[src/rtl/ahb_apb_bridge_if.sv]
// ---------------------------------------------------------------------------
// ahb_apb_bridge_if
// Purpose : groups the AHB slave-side and APB master-side signals of the
//           AHB-to-APB bridge into one bundle.
// Modports:
//   slave  - bridge view: consumes AHB transfer and APB read data,
//            drives AHB response and APB request signals.
//   master - environment view (AHB master plus APB peripherals), the mirror
//            image of the slave modport.
// Signals : Htrans[1:0], Haddr[31:0], Hwrite, Hwdata[31:0], Hreadyin,
//           Hreadyout, Hresp[1:0], Hrdata[31:0], Pselx[2:0], Penable,
//           Pwrite, Paddr[31:0], Pwdata[31:0], Prdata[31:0]
// ---------------------------------------------------------------------------
interface ahb_apb_bridge_if;
    logic [1:0]  Htrans;
    logic [31:0] Haddr;
    logic        Hwrite;
    logic [31:0] Hwdata;
    logic        Hreadyin;
    logic        Hreadyout;
    logic [1:0]  Hresp;
    logic [31:0] Hrdata;
    logic [2:0]  Pselx;
    logic        Penable;
    logic        Pwrite;
    logic [31:0] Paddr;
    logic [31:0] Pwdata;
    logic [31:0] Prdata;

    modport slave (
        input  Htrans, Haddr, Hwrite, Hwdata, Hreadyin, Prdata,
        output Hreadyout, Hresp, Hrdata, Pselx, Penable, Pwrite, Paddr, Pwdata
    );

    modport master (
        output Htrans, Haddr, Hwrite, Hwdata, Hreadyin, Prdata,
        input  Hreadyout, Hresp, Hrdata, Pselx, Penable, Pwrite, Paddr, Pwdata
    );
endinterface

[src/rtl/ahb_apb_bridge.sv]
// ---------------------------------------------------------------------------
// ahb_apb_bridge
// Purpose : converts single AHB read/write transfers into APB2 setup/enable
//           accesses to three fixed 64 MiB peripheral windows starting at
//           8000_0000. The AHB data phase is stretched via Hreadyout until
//           the APB enable cycle; every transfer answers OKAY.
// Ports   :
//   Hclk    - system clock, rising edge
//   Hresetn - asynchronous active-low reset
//   bus     - ahb_apb_bridge_if.slave (AHB slave side + APB master side)
// ---------------------------------------------------------------------------
module ahb_apb_bridge (
    input  logic                  Hclk,
    input  logic                  Hresetn,
    ahb_apb_bridge_if.slave       bus
);

    typedef enum logic [2:0] {
        ST_IDLE     = 3'd0,
        ST_WDATA    = 3'd1,
        ST_W_SETUP  = 3'd2,
        ST_W_ENABLE = 3'd3,
        ST_R_SETUP  = 3'd4,
        ST_R_ENABLE = 3'd5
    } state_t;

    // One-hot select for the three 64 MiB windows; bits [27:26] pick the slot.
    function automatic logic [2:0] decode_sel(input logic [31:0] addr);
        logic [2:0] sel;
        case (addr[27:26])
            2'b00:   sel = 3'b001;
            2'b01:   sel = 3'b010;
            2'b10:   sel = 3'b100;
            default: sel = 3'b000;
        endcase
        return sel;
    endfunction

    state_t      r_state;
    state_t      w_state_nxt;
    logic [31:0] r_addr_q,  w_addr_nxt;
    logic        r_write_q, w_write_nxt;
    logic [31:0] r_wdata_q, w_wdata_nxt;
    logic [2:0]  r_pselx,   w_pselx_nxt;
    logic        r_penable, w_penable_nxt;
    logic        r_pwrite,  w_pwrite_nxt;
    logic [31:0] r_paddr,   w_paddr_nxt;
    logic [31:0] r_pwdata,  w_pwdata_nxt;
    logic        r_hreadyout, w_hreadyout_nxt;
    logic        w_valid;
    logic        w_accepting;
    logic [31:0] w_hrdata;

    // 8000_0000..8BFF_FFFF: top nibble 8 and not the unused fourth slot.
    assign w_valid = bus.Hreadyin & bus.Htrans[1] &
                     (bus.Haddr[31:28] == 4'h8) & (bus.Haddr[27:26] != 2'b11);

    assign w_accepting = (r_state == ST_IDLE) | (r_state == ST_W_ENABLE) |
                         (r_state == ST_R_ENABLE);

    // Next-state and next-register-value decode; APB outputs are computed one
    // cycle ahead so they leave the bridge straight from flops.
    always_comb begin
        w_state_nxt     = ST_IDLE;
        w_addr_nxt      = r_addr_q;
        w_write_nxt     = r_write_q;
        w_wdata_nxt     = r_wdata_q;
        w_pselx_nxt     = 3'b000;
        w_penable_nxt   = 1'b0;
        w_pwrite_nxt    = r_pwrite;
        w_paddr_nxt     = r_paddr;
        w_pwdata_nxt    = r_pwdata;
        w_hreadyout_nxt = 1'b1;
        case (r_state)
            ST_IDLE, ST_W_ENABLE, ST_R_ENABLE: begin
                if (w_valid && r_hreadyout) begin
                    w_addr_nxt      = bus.Haddr;
                    w_write_nxt     = bus.Hwrite;
                    w_hreadyout_nxt = 1'b0;
                    if (bus.Hwrite) begin
                        w_state_nxt = ST_WDATA;
                    end else begin
                        // Read setup goes out in the very next cycle, so the
                        // select/address come from the address-phase value.
                        w_state_nxt  = ST_R_SETUP;
                        w_pselx_nxt  = decode_sel(bus.Haddr);
                        w_pwrite_nxt = 1'b0;
                        w_paddr_nxt  = bus.Haddr;
                    end
                end else begin
                    w_state_nxt = ST_IDLE;
                end
            end
            ST_WDATA: begin
                w_state_nxt     = ST_W_SETUP;
                w_wdata_nxt     = bus.Hwdata;
                w_pselx_nxt     = decode_sel(r_addr_q);
                w_pwrite_nxt    = 1'b1;
                w_paddr_nxt     = r_addr_q;
                w_pwdata_nxt    = bus.Hwdata;
                w_hreadyout_nxt = 1'b0;
            end
            ST_W_SETUP: begin
                w_state_nxt     = ST_W_ENABLE;
                w_pselx_nxt     = r_pselx;
                w_penable_nxt   = 1'b1;
                w_hreadyout_nxt = 1'b1;
            end
            ST_R_SETUP: begin
                w_state_nxt     = ST_R_ENABLE;
                w_pselx_nxt     = r_pselx;
                w_penable_nxt   = 1'b1;
                w_hreadyout_nxt = 1'b1;
            end
            default: begin
                w_state_nxt     = ST_IDLE;
                w_hreadyout_nxt = 1'b1;
            end
        endcase
    end

    // State, captured transfer and registered bus outputs.
    always_ff @(posedge Hclk or negedge Hresetn) begin
        if (!Hresetn) begin
            r_state     <= ST_IDLE;
            r_addr_q    <= 32'h0;
            r_write_q   <= 1'b0;
            r_wdata_q   <= 32'h0;
            r_pselx     <= 3'b000;
            r_penable   <= 1'b0;
            r_pwrite    <= 1'b0;
            r_paddr     <= 32'h0;
            r_pwdata    <= 32'h0;
            r_hreadyout <= 1'b1;
        end else begin
            r_state     <= w_state_nxt;
            r_addr_q    <= w_addr_nxt;
            r_write_q   <= w_write_nxt;
            r_wdata_q   <= w_wdata_nxt;
            r_pselx     <= w_pselx_nxt;
            r_penable   <= w_penable_nxt;
            r_pwrite    <= w_pwrite_nxt;
            r_paddr     <= w_paddr_nxt;
            r_pwdata    <= w_pwdata_nxt;
            r_hreadyout <= w_hreadyout_nxt;
        end
    end

    // Read data is passed straight through from the peripheral in the enable cycle.
    always_comb begin
        if (r_state == ST_R_ENABLE) begin
            w_hrdata = bus.Prdata;
        end else begin
            w_hrdata = 32'h0;
        end
    end

    assign bus.Hrdata    = w_hrdata;
    assign bus.Hresp     = 2'b00;
    assign bus.Hreadyout = r_hreadyout;
    assign bus.Pselx     = r_pselx;
    assign bus.Penable   = r_penable;
    assign bus.Pwrite    = r_pwrite;
    assign bus.Paddr     = r_paddr;
    assign bus.Pwdata    = r_pwdata;

endmodule

[src/flat_wrapper.sv]
// flat-port wrapper written by rule: the top's interface ports become plain ports
module ahb_apb_bridge_flat 
  (Hclk, Hresetn, bus_Htrans, bus_Haddr, bus_Hwrite, bus_Hwdata, bus_Hreadyin, bus_Prdata, bus_Hreadyout, bus_Hresp, bus_Hrdata, bus_Pselx, bus_Penable, bus_Pwrite, bus_Paddr, bus_Pwdata);
  ahb_apb_bridge_if bus_i ();
  input  logic Hclk;
  input  logic Hresetn;
  input wire logic [$bits(bus_i.Htrans)-1:0] bus_Htrans;
  input wire logic [$bits(bus_i.Haddr)-1:0] bus_Haddr;
  input wire logic [$bits(bus_i.Hwrite)-1:0] bus_Hwrite;
  input wire logic [$bits(bus_i.Hwdata)-1:0] bus_Hwdata;
  input wire logic [$bits(bus_i.Hreadyin)-1:0] bus_Hreadyin;
  input wire logic [$bits(bus_i.Prdata)-1:0] bus_Prdata;
  output wire logic [$bits(bus_i.Hreadyout)-1:0] bus_Hreadyout;
  output wire logic [$bits(bus_i.Hresp)-1:0] bus_Hresp;
  output wire logic [$bits(bus_i.Hrdata)-1:0] bus_Hrdata;
  output wire logic [$bits(bus_i.Pselx)-1:0] bus_Pselx;
  output wire logic [$bits(bus_i.Penable)-1:0] bus_Penable;
  output wire logic [$bits(bus_i.Pwrite)-1:0] bus_Pwrite;
  output wire logic [$bits(bus_i.Paddr)-1:0] bus_Paddr;
  output wire logic [$bits(bus_i.Pwdata)-1:0] bus_Pwdata;
  assign bus_i.Htrans = bus_Htrans;
  assign bus_i.Haddr = bus_Haddr;
  assign bus_i.Hwrite = bus_Hwrite;
  assign bus_i.Hwdata = bus_Hwdata;
  assign bus_i.Hreadyin = bus_Hreadyin;
  assign bus_i.Prdata = bus_Prdata;
  assign bus_Hreadyout = bus_i.Hreadyout;
  assign bus_Hresp = bus_i.Hresp;
  assign bus_Hrdata = bus_i.Hrdata;
  assign bus_Pselx = bus_i.Pselx;
  assign bus_Penable = bus_i.Penable;
  assign bus_Pwrite = bus_i.Pwrite;
  assign bus_Paddr = bus_i.Paddr;
  assign bus_Pwdata = bus_i.Pwdata;
  ahb_apb_bridge u_core (.Hclk(Hclk), .Hresetn(Hresetn), .bus(bus_i));
endmodule
[config.mk]
export PLATFORM = sky130hd
export DESIGN_NAME = ahb_apb_bridge_flat
export DESIGN_NICKNAME = d
export VERILOG_FILES = /design/src/rtl/ahb_apb_bridge_if.sv /design/src/rtl/ahb_apb_bridge.sv /design/src/flat_wrapper.sv
export SDC_FILE = /design/constraint.sdc
export NUM_CORES = 1
export LEC_CHECK = 0
export ABC_CLOCK_PERIOD_IN_PS = 2600
export CORE_MARGIN = 3
export CORE_UTILIZATION = 30
export DETAILED_ROUTE_END_ITERATION = 8
export GPL_ROUTABILITY_DRIVEN = 0
export SYNTH_ARGS = -nofsm -noshare
export SYNTH_HDL_FRONTEND = slang
export SYNTH_SLANG_ARGS = --single-unit
[constraint.sdc]
create_clock -name Hclk -period 2.6 [get_ports Hclk]
set_clock_uncertainty 0.05 [all_clocks]
set_input_delay 0.52 -clock Hclk [delete_from_list [all_inputs] [get_ports Hclk]]
set_output_delay 0.52 -clock Hclk [all_outputs]
set_load 0.05 [all_outputs]
==> flow_metrics.env, run 1 <==
export IMPL_reg2reg_depth=5
export IMPL_die_w_um=129
export IMPL_first_global_vias=4113
export IMPL_ant_nets=0
export IMPL_crit_type="input port to flip-flop"
export IMPL_yosys_area_share_adder_pct=0
export IMPL_crit_family="buffers and inverters"
export IMPL_synth_top_area_share_pct=57.3
export IMPL_min_period_ns=2.48
export IMPL_relSlewSlack_pct=56.0
export IMPL_synth_top_family_by_area="simple AND/OR/NAND/NOR gates"
export IMPL_ys_warn_count=0
export IMPL_path_clk_slew_ns=0.06
export IMPL_irDropWorstVdd_mv=0.518
export IMPL_synth_cell_types=33
export IMPL_finalHoldViolCount=0
export IMPL_place_hpwl_mm=10.4
export IMPL_avgViaCountPerCell=4.80
export IMPL_layout_drive_gt1_share_pct=15.9
export IMPL_path_max_fanout=9
export IMPL_firstDrtPassIters=4
export IMPL_end_kind="flip-flop"
export IMPL_clkLatencyLatePin_ns=0.34
export IMPL_ys_ff_latch=105
export IMPL_setup_viol=0
export IMPL_drv_cap=0
export IMPL_worst_path_buf_inv=2
export IMPL_antenna_found_initial=0
export IMPL_startpoint_type="input port"
export IMPL_gr_usage_all_layers_pct=16.3
export IMPL_synth_ff_type="dfrtp_1"
export IMPL_fin_crit_sh_pct=95.5
export IMPL_dieArea_um2=16700
export IMPL_post_cts_setup_buffers=0
export IMPL_synth_area_top_cells="dfrtp_1, nand2_1, mux2_2, and2_1, a31oi_1"
export IMPL_clockBufferDepth=2
export IMPL_wl_per_cell_um=16.4
export IMPL_yosys_area_top_type="dfrtp_1"
export IMPL_max_slew_worst_pin_slew_ns=0.661
export IMPL_synthCells=459
export IMPL_synthMuxAreaShare_pct=6.94
export IMPL_synth_area_per_cell_um2=9.90
export IMPL_clock_sinks=105
export IMPL_root_buffer="clkbuf_16"
export IMPL_timing_rr_start="u_core.r_state[1]$_DFF_PN0_"
export IMPL_synthXorXnorAreaFrac_pct=0.385
export IMPL_row_count=44
export IMPL_synth_compound_area_share_pct=10.0
export IMPL_diodes=0
export IMPL_reg2reg_slack_ns=0.29
export IMPL_cts_tree="done"
export IMPL_ys_async_sr_fraction_pct=100
export IMPL_num_io_pins=206
export IMPL_gr_total_overflow=0
export IMPL_initial_utilization_pct=30.9
export IMPL_cp_slowest_cell="or4b_4"
export IMPL_worstPathRequired_ns=2.77
export IMPL_timing_rr_end="u_core.r_addr_q[6]$_DFFE_PN0P_"
export IMPL_core_area_um2=14700
export IMPL_crit_path_max_incr_delay_ns=0.55
export IMPL_cts_buffers=9
export IMPL_io_buffers=202
export IMPL_hp_class="input port to async pin"
export IMPL_htree_levels=3
export IMPL_routed_wl_mm=13.9
export IMPL_die_y_um=129
export IMPL_slew_viol_final=0
export IMPL_ys_seq_area_share_pct=57.8
export IMPL_post_route_util_pct=50.8
export IMPL_vias=4062
export IMPL_syn2layout_area_growth_pct=64.3
export IMPL_yosys_area_share_simple_pct=20.9
export IMPL_route_detailed_drc=0
export IMPL_crit_arrival_ns=2.65
export IMPL_rsz0062_at_grt="no"
export IMPL_grt_start_max_net_pins=49
export IMPL_finalNetCount=759
export IMPL_p_total_mw=8.41
export IMPL_synth_edf_count=0
export IMPL_synth_area_um2=4540
export IMPL_grt_pass1_wl_mm=21.4
export IMPL_max_freq_mhz=403
export IMPL_p_leak_nw=3.28
export IMPL_path_cells="clkdlybuf4s50_1, or4b_4, o22a_1, a2111oi_4, buf_4, mux2_2"
export IMPL_status="finished, final reports clean"
export IMPL_drtIter0Drc=138
export IMPL_power_density_nw_per_um2=1130
-- cell usage in the layout (no fill, tap or decap), types with 2 or more instances in the layout --
cell type        Yosys  final
a21o_1               2      2
clkinv_4             0      2
mux2_2              27     27
o21ai_0             34     34
xnor2_1              2      2
dfrtp_1            104    104
nor2b_1              3      3
nand2b_1             3      3
nor2_1              35     35
buf_12               0     35
a21oi_1              2      2
clkbuf_8             0      4
a31oi_1             28     28
nand2_1            103    103
buf_4                2     19
conb_1               1      2
clkdlybuf4s50_1      0    169
and2_1              32     32
clkbuf_16            0      9
nand3_1             28     28
a22oi_1              2      2
-- cell type report --
cell class                 instances  area [µm²]
sequential                       105        2630
inverter                           1        3.75
tap                              184         230
multi-input combinational        317        1770
fill                            1307        7230
timing repair buffer             223        2530
clock inverter                     3        22.5
clock buffer                      13         280
-- worst max path at each step --
stage                        startpoint                              end  slack [ns]  cells past startpoint
final                     bus_Haddr[29]   u_core.r_addr_q[6]$_DFFE_PN0P_        0.12                      6
after global routing      bus_Haddr[29]   u_core.r_addr_q[7]$_DFFE_PN0P_        0.05                      6
after CTS                 bus_Haddr[29]   u_core.r_addr_q[4]$_DFFE_PN0P_        0.04                      6
after detailed placement  bus_Haddr[29]   u_core.r_addr_q[4]$_DFFE_PN0P_       -0.34                      6
after global placement    bus_Haddr[29]   u_core.r_addr_q[0]$_DFFE_PN0P_       -0.28                      6
after floorplan           bus_Haddr[29]  u_core.r_addr_q[10]$_DFFE_PN0P_        0.10                      5
-- Yosys cell counts, types with 2 or more instances --
master and number:
a22oi_1 2, nand3_1 28, nand2b_1 3, nor2b_1 3, nor2_1 35, o21ai_0 34
dfrtp_1 104, nor3_1 2, buf_6 3, mux2_2 27, a31oi_1 28, clkbuf_1 32
and2_1 32, a21o_1 2, nand2_1 103, xnor2_1 2, a21oi_1 2, buf_4 2
-- kinds of logic after synthesis --
family                 after synthesis
flip-flops                         105
XOR/XNOR                             2
buffers and inverters               38
multiplexers                        28
AO/OA/AOI/OAI                       74
other                                1
AND/OR/NAND/NOR                    211
-- sequential cells by signal, indices dropped and copies added, names as in the netlist --
name / count
u_core.bus.Pwdata: 32
u_core.r_addr_q: 32
u_core.bus.Hreadyout: 1
u_core.bus.Pselx: 3
u_core.bus.Penable: 1
u_core.bus.Paddr: 32
u_core.r_state: 3
u_core.bus.Pwrite: 1
-- timing repair --
action                                  in CTS  in global routing
gates resized for setup                      0                  0
hold buffers                                 0                  0
endpoints found under the setup margin       0                 15
-- per-layer routing --
layer  routed length, µm  global-route usage (%)  vias up  share of wire [%]
met2                6730                    27.1      159                 48
met5                   0                       0        -                  0
li1                    -                       -     1936                  -
met3                 824                    3.50       14                5.9
met4                 245                    5.62        0                1.8
met1                6100                    21.3     1953                 44
-- per-stage QoR --
step           worst slack (ns)  hold WS, ns  area (µm²)  instances  TNS [ns]
2_1_floorplan             0.105        0.174        4550        460         0
3_3_place_gp             -0.283        0.409        7160        830     -8.05
3_5_place_dp             -0.340        0.411        7160        830     -9.51
4_1_cts                  0.0354        0.171        7470        846         0
5_1_grt                  0.0456        0.198        7470        846         0
6_report                  0.118        0.157        7470        846         0
-- where the power goes --
part,leakage [nW],switching [mW],internal (mW)
clock network,0.152,0.586,0.757
logic,1.81,2.89,1.50
registers,1.32,0.375,2.31
(Power assumes the default switching activity.)
==> run 2: changes to the inputs <==
--- a/config.mk
+++ b/config.mk
@@ -10,6 +10,7 @@
 export CORE_UTILIZATION = 30
 export DETAILED_ROUTE_END_ITERATION = 8
 export GPL_ROUTABILITY_DRIVEN = 0
+export REMOVE_ABC_BUFFERS = 1
 export SYNTH_ARGS = -nofsm -noshare
 export SYNTH_HDL_FRONTEND = slang
 export SYNTH_SLANG_ARGS = --single-unit
==> run 2 against run 1 <==
Net effect:
- design area about the same
- via count up 1.1%
- cell count decreased by 0.35%
- clock power grew 4%
- clock-buffer cell count decreased by 2
- critical path depth up 1
- setup slack lost 0.046 ns
- critical path type unchanged
- largest cell class unchanged
- highest routed layer unchanged
==> flow_metrics.env, run 2 (synthesis gave the netlist of run 1 again) <==
export IMPL_status="finished, final reports clean"
export IMPL_irDropWorstVdd_mv=0.600
export IMPL_grt_start_max_net_pins=57
export IMPL_vias=4106
export IMPL_antenna_found_initial=0
export IMPL_htree_levels=3
export IMPL_place_hpwl_mm=9.82
export IMPL_finalHoldViolCount=0
export IMPL_fillCellCount=1343
export IMPL_max_slew_worst_pin_slew_ns=0.561
export IMPL_io_buffers=202
export IMPL_hold_slack_ns=0.0441
export IMPL_reg2reg_slack_ns=0.26
export IMPL_gr_total_overflow=0
export IMPL_hold_buffers=0
export IMPL_hp_class="input port to async pin"
export IMPL_avgViaCountPerCell=4.87
export IMPL_root_buffer="clkbuf_16"
export IMPL_power_density_nw_per_um2=1130
export IMPL_startpoint_type="input port"
export IMPL_path_clk_slew_ns=0.07
export IMPL_drtIter0Drc=175
export IMPL_wl_per_cell_um=16.5
export IMPL_crit_type="input port to flip-flop"
export IMPL_p_total_mw=8.46
export IMPL_final_cell_mix="clkdlybuf4s50_1, dfrtp_1, nand2_1"
export IMPL_die_y_um=129
export IMPL_route_detailed_drc=0
export IMPL_core_area_um2=14700
export IMPL_initial_utilization_pct=30.9
export IMPL_ant_nets=0
export IMPL_final_common_cell="clkdlybuf4s50_1"
export IMPL_finalNetCount=756
export IMPL_syn2layout_area_growth_pct=64.4
export IMPL_post_route_util_pct=50.8
export IMPL_rsz0062_at_grt="no"
export IMPL_fin_crit_sh_pct=97.2
export IMPL_max_freq_mhz=396
export IMPL_die_w_um=129
export IMPL_layout_drive_gt1_share_pct=15.5
export IMPL_row_count=44
export IMPL_firstDrtPassIters=4
export IMPL_crit_arrival_ns=2.70
export IMPL_worstPathRequired_ns=2.77
export IMPL_drv_cap=0
export IMPL_dieArea_um2=16700
export IMPL_timing_rr_end="u_core.r_addr_q[0]$_DFFE_PN0P_"
export IMPL_routed_wl_mm=13.9
export IMPL_relSlewSlack_pct=62.5
export IMPL_num_io_pins=206
export IMPL_clkLatencyLatePin_ns=0.33
export IMPL_path_max_fanout=9
export IMPL_diodes=0
export IMPL_cts_tree="done"
export IMPL_slew_viol_final=0
export IMPL_reg2reg_depth=6
export IMPL_p_leak_nw=3.27
export IMPL_setup_viol=0
export IMPL_clock_sinks=105
export IMPL_min_period_ns=2.53
export IMPL_cts_buffers=9
export IMPL_timing_rr_start="u_core.r_state[1]$_DFF_PN0_"
export IMPL_gr_usage_all_layers_pct=16.1
export IMPL_grt_pass1_wl_mm=21.5
export IMPL_clockBufferDepth=2
export IMPL_final_cells=843
export IMPL_dp_cells=824
export IMPL_first_global_vias=4093
export IMPL_end_kind="flip-flop"
-- run 2: cell types whose count changed in the layout (fill, tap and decap cells not counted) --
cell | before | now
bufinv_16 | 0 | 1
clkinv_2 | 1 | 3
buf_4 | 19 | 14
clkbuf_16 | 9 | 10
buf_6 | 0 | 1
clkbuf_8 | 4 | 2
clkinv_4 | 2 | 1
-- run 2: power breakdown --
group          switching (mW)  total, mW  internal, mW
clock                   0.593       1.39         0.797
combinational            2.89       4.39          1.50
sequential              0.369       2.68          2.31
-- run 2: worst max-delay path by stage --
stage | startpoint | slack (ns) | to | depth (start not counted)
6_report | bus_Haddr[29] | 0.07 | u_core.r_addr_q[0]$_DFFE_PN0P_ | 7
5_1_grt | bus_Haddr[29] | 0.01 | u_core.r_addr_q[0]$_DFFE_PN0P_ | 7
4_1_cts | bus_Haddr[29] | 0.02 | u_core.r_addr_q[0]$_DFFE_PN0P_ | 6
3_5_place_dp | bus_Haddr[29] | -0.33 | u_core.r_addr_q[24]$_DFFE_PN0P_ | 6
3_3_place_gp | bus_Haddr[29] | -0.33 | u_core.r_addr_q[8]$_DFFE_PN0P_ | 6
2_1_floorplan | u_core.bus.Hreadyout$_DFF_PN1_ | -2.82 | u_core.bus.Pselx[0]$_DFFE_PN0P_ | 4
-- run 2: cell type report --
class | count | area (µm²) | share of cell area, %
Sequential cell | 105 | 2630 | 35.2
Timing Repair Buffer | 220 | 2530 | 33.9
Multi-Input combinational cell | 317 | 1770 | 23.7
Clock buffer | 11 | 253 | 3.38
Tap cell | 184 | 230 | 3.08
Clock inverter | 5 | 53.8 | 0.720
Inverter | 1 | 3.75 | 0.0503
-- run 2: layer usage --
layer | global-route usage, % | wire (µm) | part of all wire (%) | vias to the layer above
met5 | 0 | 0 | 0 | -
met1 | 20.6 | 6010 | 43 | 2018
li1 | - | - | - | 1925
met2 | 27.5 | 6880 | 49 | 153
met3 | 4.37 | 887 | 6.4 | 10
met4 | 3.58 | 139 | 1.0 | 0
-- run 2: repair_timing --
action,in CTS,in global routing
resized for setup,0,3
setup buffers,0,1
endpoints found under the setup margin,0,28
-- run 2: worst max-delay path, cell delays in order --
cell and delay (ns):
clkdlybuf4s50_1 0.44, or4b_4 0.55, o22a_1 0.25, a2111oi_4 0.19, buf_4 0.22, clkbuf_16 0.19
mux2_2 0.34
-- run 2: through the flow --
stage | worst slack (ns) | area [µm²] | setup TNS [ns]
2_1_floorplan | -2.82 | 4380 | -111.95
3_5_place_dp | -0.332 | 7120 | -9.56
3_3_place_gp | -0.326 | 7120 | -9.22
5_1_grt | 0.0113 | 7470 | 0
6_report | 0.0718 | 7470 | 0
4_1_cts | 0.0186 | 7430 | 0
==> run 3: changes to the inputs <==
--- a/config.mk
+++ b/config.mk
@@ -5,11 +5,14 @@
 export SDC_FILE = /design/constraint.sdc
 export NUM_CORES = 1
 export LEC_CHECK = 0
-export ABC_CLOCK_PERIOD_IN_PS = 2600
+export ABC_CLOCK_PERIOD_IN_PS = 2560
+export CELL_PAD_IN_SITES_DETAIL_PLACEMENT = 0
+export CELL_PAD_IN_SITES_GLOBAL_PLACEMENT = 1
 export CORE_MARGIN = 3
 export CORE_UTILIZATION = 30
 export DETAILED_ROUTE_END_ITERATION = 8
 export GPL_ROUTABILITY_DRIVEN = 0
+export PLACE_DENSITY_LB_ADDON = 0.1
 export REMOVE_ABC_BUFFERS = 1
 export SYNTH_ARGS = -nofsm -noshare
 export SYNTH_HDL_FRONTEND = slang
==> constraint.sdc (replaced) <==
create_clock -name Hclk -period 2.56 [get_ports Hclk]
set_clock_uncertainty 0.05 [all_clocks]
set_input_delay 0.512 -clock Hclk [delete_from_list [all_inputs] [get_ports Hclk]]
set_output_delay 0.512 -clock Hclk [all_outputs]
set_load 0.05 [all_outputs]
==> run 3 against run 2 <==
Net effect:
- utilization grew 0.34 points
- sequential power is essentially flat
- cell count grew 0.59%
- die area is the same
- largest power group unchanged
==> flow_metrics.env, run 3 (synthesis gave the netlist of run 1 again) <==
export IMPL_power_density_nw_per_um2=1140
export IMPL_num_io_pins=206
export IMPL_gr_usage_all_layers_pct=16.4
export IMPL_die_y_um=129
export IMPL_row_count=44
export IMPL_p_leak_nw=3.32
export IMPL_syn2layout_area_growth_pct=65.5
export IMPL_relSlewSlack_pct=61.8
export IMPL_gr_total_overflow=0
export IMPL_drtIter0Drc=115
export IMPL_status="finished, final reports clean"
export IMPL_timing_rr_end="u_core.r_addr_q[26]$_DFFE_PN0P_"
export IMPL_hp_class="input port to async pin"
export IMPL_core_area_um2=14700
export IMPL_fin_crit_sh_pct=93.7
export IMPL_clockBufferDepth=2
export IMPL_dp_cells=830
export IMPL_reg2reg_slack_ns=0.16
export IMPL_avgViaCountPerCell=4.74
export IMPL_firstDrtPassIters=4
export IMPL_irDropWorstVdd_mv=0.545
export IMPL_htree_levels=3
export IMPL_routed_wl_mm=14.0
export IMPL_final_cells=848
export IMPL_first_global_vias=4081
export IMPL_root_buffer="clkbuf_16"
export IMPL_max_slew_worst_pin_slew_ns=0.571
export IMPL_multi_input_area_um2=1770
export IMPL_worstPathRequired_ns=2.74
export IMPL_antenna_found_initial=0
export IMPL_end_kind="flip-flop"
export IMPL_timing_rr_start="u_core.r_state[1]$_DFF_PN0_"
export IMPL_finalHoldViolCount=0
export IMPL_post_route_util_pct=51.2
export IMPL_vias=4017
export IMPL_setup_viol=0
export IMPL_final_cell_mix="clkdlybuf4s50_1, dfrtp_1, nand2_1"
export IMPL_design_area_um2=7520
export IMPL_wl_per_cell_um=16.5
export IMPL_io_buffers=202
export IMPL_finalNetCount=762
export IMPL_diodes=0
export IMPL_hold_slack_ns=0.0262
export IMPL_path_clk_slew_ns=0.07
export IMPL_ant_nets=0
export IMPL_dieArea_um2=16700
export IMPL_final_common_cell="clkdlybuf4s50_1"
export IMPL_clock_sinks=105
export IMPL_layout_drive_gt1_share_pct=16.0
export IMPL_fillCellCount=1330
export IMPL_rsz0062_at_grt="no"
export IMPL_cts_tree="done"
export IMPL_die_w_um=129
export IMPL_cts_buffers=9
export IMPL_initial_utilization_pct=30.9
export IMPL_crit_arrival_ns=2.58
export IMPL_startpoint_type="flip-flop"
export IMPL_grt_start_max_net_pins=59
export IMPL_max_freq_mhz=417
export IMPL_crit_type="flip-flop to flip-flop"
export IMPL_seq_area_um2=2630
export IMPL_final_setup_tns_ns=0
export IMPL_place_hpwl_mm=10.0
export IMPL_min_period_ns=2.40
export IMPL_grt_pass1_wl_mm=21.8
export IMPL_clkLatencyLatePin_ns=0.34
export IMPL_route_detailed_drc=0
export IMPL_path_max_fanout=9
export IMPL_placed_area_um2=7160
export IMPL_slew_viol_final=0
export IMPL_reg2reg_depth=5
export IMPL_drv_cap=0
[run 3: worst max-delay path, cell delays in order, from the launching register on]
cell and delay (ns):
dfrtp_1 0.39, or4b_4 0.53, o22a_1 0.25, a2111oi_4 0.35, buf_2 0.34, mux2_2 0.37
[run 3: final cells by class]
cell class                      count  area share, %
Clock inverter                      3          0.532
Multi-Input combinational cell    317           23.5
Timing Repair Buffer              226           34.4
Tap cell                          184           3.06
Sequential cell                   105           35.0
Inverter                            1         0.0499
Clock buffer                       12           3.41
[run 3: per-layer routing]
layer / vias to the layer above / track usage (%) / part of all wire (%)
met2: 142 / 27.2 / 49
met3: 20 / 3.30 / 5.6
li1: 1935 / - / -
met4: 0 / 6.18 / 2.0
met1: 1920 / 21.4 / 44
met5: - / 0 / 0
[run 3: power breakdown]
group          internal, mW  total (mW)  switching (mW)
Clock                 0.804        1.40           0.594
Sequential             2.35        2.71           0.359
Combinational          1.55        4.50            2.95
[run 3: how the worst max path moves through the flow]
| stage | startpoint | to | slack [ns] | cells past startpoint |
|---|---|---|---|---|
| final | u_core.r_state[1]$_DFF_PN0_ | u_core.r_addr_q[26]$_DFFE_PN0P_ | 0.16 | 5 |
| after global routing | u_core.r_state[1]$_DFF_PN0_ | bus_Hrdata[9] | 0.05 | 6 |
| after CTS | bus_Haddr[29] | u_core.r_addr_q[12]$_DFFE_PN0P_ | 0.004 | 6 |
| after detailed placement | bus_Haddr[29] | u_core.r_addr_q[21]$_DFFE_PN0P_ | -0.38 | 6 |
| after global placement | bus_Haddr[29] | u_core.r_addr_q[10]$_DFFE_PN0P_ | -0.35 | 6 |
| after floorplan | u_core.bus.Hreadyout$_DFF_PN1_ | u_core.bus.Pselx[0]$_DFFE_PN0P_ | -2.86 | 4 |
[run 3: timing repair]
| action | in CTS | in global routing |
|---|---|---|
| buffers inserted | 0 | 1 |
| pin swaps | 0 | 0 |
| setup endpoints to repair | 16 | 13 |
| resized for setup | 1 | 5 |
| gates cloned | 0 | 2 |
| hold buffers | 0 | 0 |
[run 3: stage by stage]
stage	setup slack, ns	power, mW
after floorplan	-2.86	5.53
after global placement	-0.349	7.20
after detailed placement	-0.384	7.29
after CTS	0.00446	8.73
after global routing	0.0524	9.11
final	0.161	8.61
